===== config.mk =====
export PLATFORM = sky130hd
export DESIGN_NAME = btb_update_queue
export DESIGN_NICKNAME = d
export VERILOG_FILES = /design/src/rtl/btb_update_queue_pkg.sv /design/src/rtl/btb_update_queue.sv
export SDC_FILE = /design/constraint.sdc
export NUM_CORES = 1
export LEC_CHECK = 0
export CAP_MARGIN = 10
export CORE_ASPECT_RATIO = 1.25
export CORE_MARGIN = 4
export CORE_UTILIZATION = 54
export CTS_BUF_LIST = sky130_fd_sc_hd__clkbuf_8
export DETAILED_ROUTE_END_ITERATION = 10
export HOLD_SLACK_MARGIN = 0.06
export PLACE_DENSITY = 0.77
export SETUP_SLACK_MARGIN = 0.02
export SYNTH_ARGS = -nofsm -noshare
export SYNTH_HDL_FRONTEND = slang
export SYNTH_SLANG_ARGS = --single-unit

===== constraint.sdc =====
create_clock -name clk -period 11.67 [get_ports clk]
set_clock_uncertainty 0.1 [all_clocks]
set_input_delay 2.334 -clock clk [delete_from_list [all_inputs] [get_ports clk]]
set_output_delay 2.334 -clock clk [all_outputs]
set_load 0.01 [all_outputs]

===== src/rtl/btb_update_queue_pkg.sv =====
// Shared BTB update packet definitions used by the branch units, the BTB and the update queue.
package btb_update_queue_pkg;

    localparam int PC_W = 31;

    typedef struct packed {
        logic [PC_W-1:0] src;
        logic            rsv35;
        logic [PC_W-1:0] dst;
        logic            rsv3;
        logic            isJump;
        logic            compr;
        logic            valid;
    } BTUpdate;

    // Reserved bits are never trusted from the producers; clear them before storage.
    function automatic BTUpdate scrub_upd(input BTUpdate p);
        BTUpdate q;
        q       = p;
        q.rsv3  = 1'b0;
        q.rsv35 = 1'b0;
        return q;
    endfunction

endpackage


===== src/rtl/btb_update_queue.sv =====
// Buffers BTB target updates from two branch units, filters duplicate sources,
// and drains one update per cycle to the BTB write port. Never back-pressures.
module btb_update_queue
    import btb_update_queue_pkg::*;
#(
    parameter int DEPTH = 4
) (
    input  logic        clk,
    input  logic        rst,
    input  logic [66:0] IN_upd0,
    input  logic [66:0] IN_upd1,
    output logic [66:0] OUT_btUpdate,
    output logic [7:0]  OUT_dropCnt
);

    localparam int PW = $clog2(DEPTH);
    localparam int CW = PW + 1;

    BTUpdate        r_mem [DEPTH];
    BTUpdate        r_out;
    logic [PW-1:0]  r_rd;
    logic [PW-1:0]  r_wr;
    logic [CW-1:0]  r_count;
    logic [7:0]     r_drop;

    BTUpdate        w_u0;
    BTUpdate        w_u1;
    logic           w_dup0;
    logic           w_dup1;
    logic           w_keep0;
    logic           w_keep1;
    logic           w_pop;
    logic [CW-1:0]  w_free;
    logic           w_push0;
    logic           w_push1;
    logic [1:0]     w_npush;
    logic [1:0]     w_drops;
    logic [8:0]     w_dsum;

    assign w_u0 = IN_upd0;
    assign w_u1 = IN_upd1;

    // Live entries are those within count of the read pointer, head included.
    always_comb begin
        w_dup0 = r_out.valid && (r_out.src == w_u0.src);
        w_dup1 = (r_out.valid && (r_out.src == w_u1.src)) ||
                 (w_u0.valid && (w_u0.src == w_u1.src));
        for (int j = 0; j < DEPTH; j++) begin
            if ({1'b0, PW'(j) - r_rd} < r_count) begin
                if (r_mem[j].src == w_u0.src) w_dup0 = 1'b1;
                if (r_mem[j].src == w_u1.src) w_dup1 = 1'b1;
            end
        end
    end

    assign w_keep0 = w_u0.valid && !w_dup0;
    assign w_keep1 = w_u1.valid && !w_dup1;
    assign w_pop   = (r_count != '0);
    assign w_free  = CW'(DEPTH) - r_count + CW'(w_pop);
    assign w_push0 = w_keep0 && (w_free != '0);
    assign w_push1 = w_keep1 && (w_free > CW'(w_push0));
    assign w_npush = {1'b0, w_push0} + {1'b0, w_push1};
    assign w_drops = {1'b0, w_keep0 && !w_push0} + {1'b0, w_keep1 && !w_push1};
    assign w_dsum  = {1'b0, r_drop} + {7'b0, w_drops};

    always_ff @(posedge clk) begin
        if (rst) begin
            r_rd    <= '0;
            r_wr    <= '0;
            r_count <= '0;
            r_out   <= '0;
            r_drop  <= '0;
        end else begin
            if (w_pop) begin
                r_out <= r_mem[r_rd];
                r_rd  <= r_rd + PW'(1);
            end else begin
                r_out.valid <= 1'b0;
            end
            if (w_push0) r_mem[r_wr] <= scrub_upd(w_u0);
            if (w_push1) r_mem[r_wr + PW'(w_push0)] <= scrub_upd(w_u1);
            r_wr    <= r_wr + PW'(w_npush);
            r_count <= r_count + CW'(w_npush) - CW'(w_pop);
            r_drop  <= w_dsum[8] ? 8'hFF : w_dsum[7:0];
        end
    end

    assign OUT_btUpdate = r_out;
    assign OUT_dropCnt  = r_drop;

endmodule

==> flow_summary.toml <==
[setup_path]
crit_chain = "clkdlybuf4s50_1 > xor2_1 > nor4_1 > nand4_1 > or3_1 > and3_1 > and3_1 > o2111ai_4 > buf_4 > o41ai_2 > buf_4"
critPathMaxStageDelay_ns = 0.86
cp_slowest_cell = "clkdlybuf4s50_1"
cp_max_fo = 50
critical_path_class = "input port to register"
critPathLaunchType = "input port"
cp_top_family = "buffers and inverters"
worst_setup_path_end_kind = "register"
worst_ep_required_time_ns = 11.86
crit_arrival_ns = 7.62
crit_buf_inv = 3

[synth]
synth_top_area_share_pct = 38.58
avgSynthCellArea_sq_um = 12.82
yosysMostFrequentCell = "edfxtp_1"
ys_ff_latch = 342
synth_seq_area_share_pct = 46.69
synth.distinct_cells = 47
synth_edf_count = 260
synthesis.area_sq_mm = 0.02024
ys_top_cells_by_area = "edfxtp_1 39%, xnor2_1 8.8%, dfxtp_1 8.1%"
synth_common_cells = "260 x edfxtp_1, 203 x xnor2_1, 150 x xor2_1, 137 x nand2_1, 104 x mux2_2"
synthFlopType = "edfxtp_1"
yosysWarnings = 0
synth_top_area_cell = "edfxtp_1"
synth_cells = 1578
postSynth.asyncResetShare_pct = 0

[clock_network]
cts_tree = "yes"
path_clk_slew_ns = 0.06
cts_setup_buffers = 0
cts-htree-levels = 2
cts.sinks = 342
clock_latency_ns = 0.62
clockRootBuffer = "clkbuf_8"
cts_resized = 0
cts.path.max_buffers = 3
cts_inserted_buffers = 53
ctsHoldBuffers = 0

[place]
gp_congestion = 0.9926
place_ws_ns = 3.788
placed_cells = 2149
place_hpwl_um = 43520
io_buffer_count = 204
placed_cell_area_sq_mm = 0.02235

[cells_and_area]
drive_gt1_share_pct = 20.12
diodes = 0
fin_cells = 2250
fin_area_sq_mm = 0.02340
nNetsFinal = 1867
syn2layout_area_growth_pct = 15.62

[global_route]
grt_max_degree = 68
antenna_found_initial = 4
grt_overflow = 0
grt_pass1_wl_um = 92170
grt_use_total_pct = 30.25
grt_pass1_vias = 14030

[hold_path]
hp-class = "register to register"

[pwr]
vdd_ir_drop_max_uv = 187.4
power.density_mw_per_mm2 = 208.7
leakage_uw = 0.008125

[sta]
post-route-period-util_pct = 63.64
setup_viol = 0
tightest_slew_ns = 1.118
finalSetupTns_ns = 0
finalHoldViolCount = 0
clock.fmax_mhz = 134.7
period_needed_ns = 7.426
relSlewSlack_pct = 25.46
finalMaxSlewViolations = 0
setup_slack_ns = 4.244
rsz0062_at_grt = "false"

[route]
wire_per_inst_um = 28.14
drtIter0Drc = 1116
drc_errors = 0
vias = 13750
routed_via_density = 6.111
wirelength_um = 63320
ant_nets = 0
dr.pass1.iters = 5

[floorplan]
start_util_pct = 54.45
placementRows = 79
dieArea_sq_mm = 0.04066
io_pins = 211
die_x_um = 181.2
die_y_um = 224.4
fp.coreArea_sq_mm = 0.03717

[job]
drv_cap = 0

[status]
status = "complete, no violations"
[logic make-up after synthesis]
| group | after synthesis | synth area share [%] |
|---|---|---|
| AOI/OAI and AO/OA | 97 | 2.838 |
| xor gates and xnor gates | 353 | 15.28 |
| adders and majority gates | 12 | 0.8161 |
| buffers and inverters | 152 | 4.056 |
| DFF | 342 | 46.69 |
| muxes | 321 | 22.83 |
| other | 1 | 0.01853 |
| and+or+nand+nor | 300 | 7.475 |
[worst paths after layout]
kind,startpoint,to,slack [ns],cells past startpoint
max,IN_upd0[43],r_mem[3][37]$_DFFE_PP_,4.24,11
min,OUT_btUpdate[10]$_SDFFE_PP0N_,OUT_btUpdate[10]$_SDFFE_PP0N_,0.35,2
max reg2reg,r_mem[3][54]$_DFFE_PP_,r_mem[3][37]$_DFFE_PP_,6.37,11
min reg2reg,OUT_btUpdate[10]$_SDFFE_PP0N_,OUT_btUpdate[10]$_SDFFE_PP0N_,0.35,2
[cell type report]
cell class	count	area, sq um
timing repair buffer	223	2180
multi-input combinational	1085	10060
inverter	14	52.55
fill	2931	13770
clock inverter	38	190.2
sequential	342	9454
clock buffer	62	853.3
tap	486	608.1
[sequential cells by signal, summed over array words and instances, names as in the netlist, named ones only]
register and cells:
OUT_btUpdate 65, r_count 3, r_mem 260, OUT_dropCnt 8
r_rd 2, r_wr 2
[stage by stage]
step	hold slack (ns)	total power (uW)	util, %
6_report	0.3505	4883	62.95
5_1_grt	0.3754	5091	62.95
4_1_cts	0.3549	4897	62.94
3_5_place_dp	0.3446	3898	60.13
3_3_place_gp	0.3389	3856	60.13
2_1_floorplan	0.3761	3156	-
[worst min-delay path, cell delays in order, from the launching register on]
cell and delay, ns:
dfxtp_1 0.30, nand2_1 0.05, a21oi_1 0.05
[power by group]
part | switching, uW | internal (uW)
combinational | 1020 | 898
clock | 486 | 508
sequential | 310 | 1660
total | 1820 | 3060
[cell usage in the layout, fill, tap and decap left out, types with 2 or more instances in the layout]
master and count:
buf_4 19, or2_2 2, nor2b_1 3, mux2_1 76
conb_1 2, inv_1 36, nor4_1 46, dfxtp_1 80
nand2_1 137, nor2_1 13, xnor2_1 203, nand2b_1 5
fa_1 2, o211ai_1 2, and2_1 2, mux2_2 104
a21oi_1 76, o2111ai_4 4, o41ai_2 4, nand3_1 6
clkinv_2 7, xor2_1 150, ha_1 10, and4_1 6
nor3_1 11, clkdlybuf4s50_1 203, a211oi_2 3, and3_1 5
clkinv_1 5, clkbuf_8 62, mux2_4 76, nand4_1 58
edfxtp_1 260, mux4_2 64, a211oi_1 3
[layer usage]
layer | GRT usage [%] | routed length (um) | part of all wire (%) | vias up
li1 | - | - | - | 6048
met1 | 37.36 | 23680 | 37 | 6893
met2 | 51.63 | 31740 | 50 | 647
met3 | 6.017 | 4645 | 7.3 | 155
met4 | 13.71 | 3226 | 5.1 | 6
met5 | 0 | 34 | 0.054 | -
No activity file was read; power rests on OpenSTA's default activity.
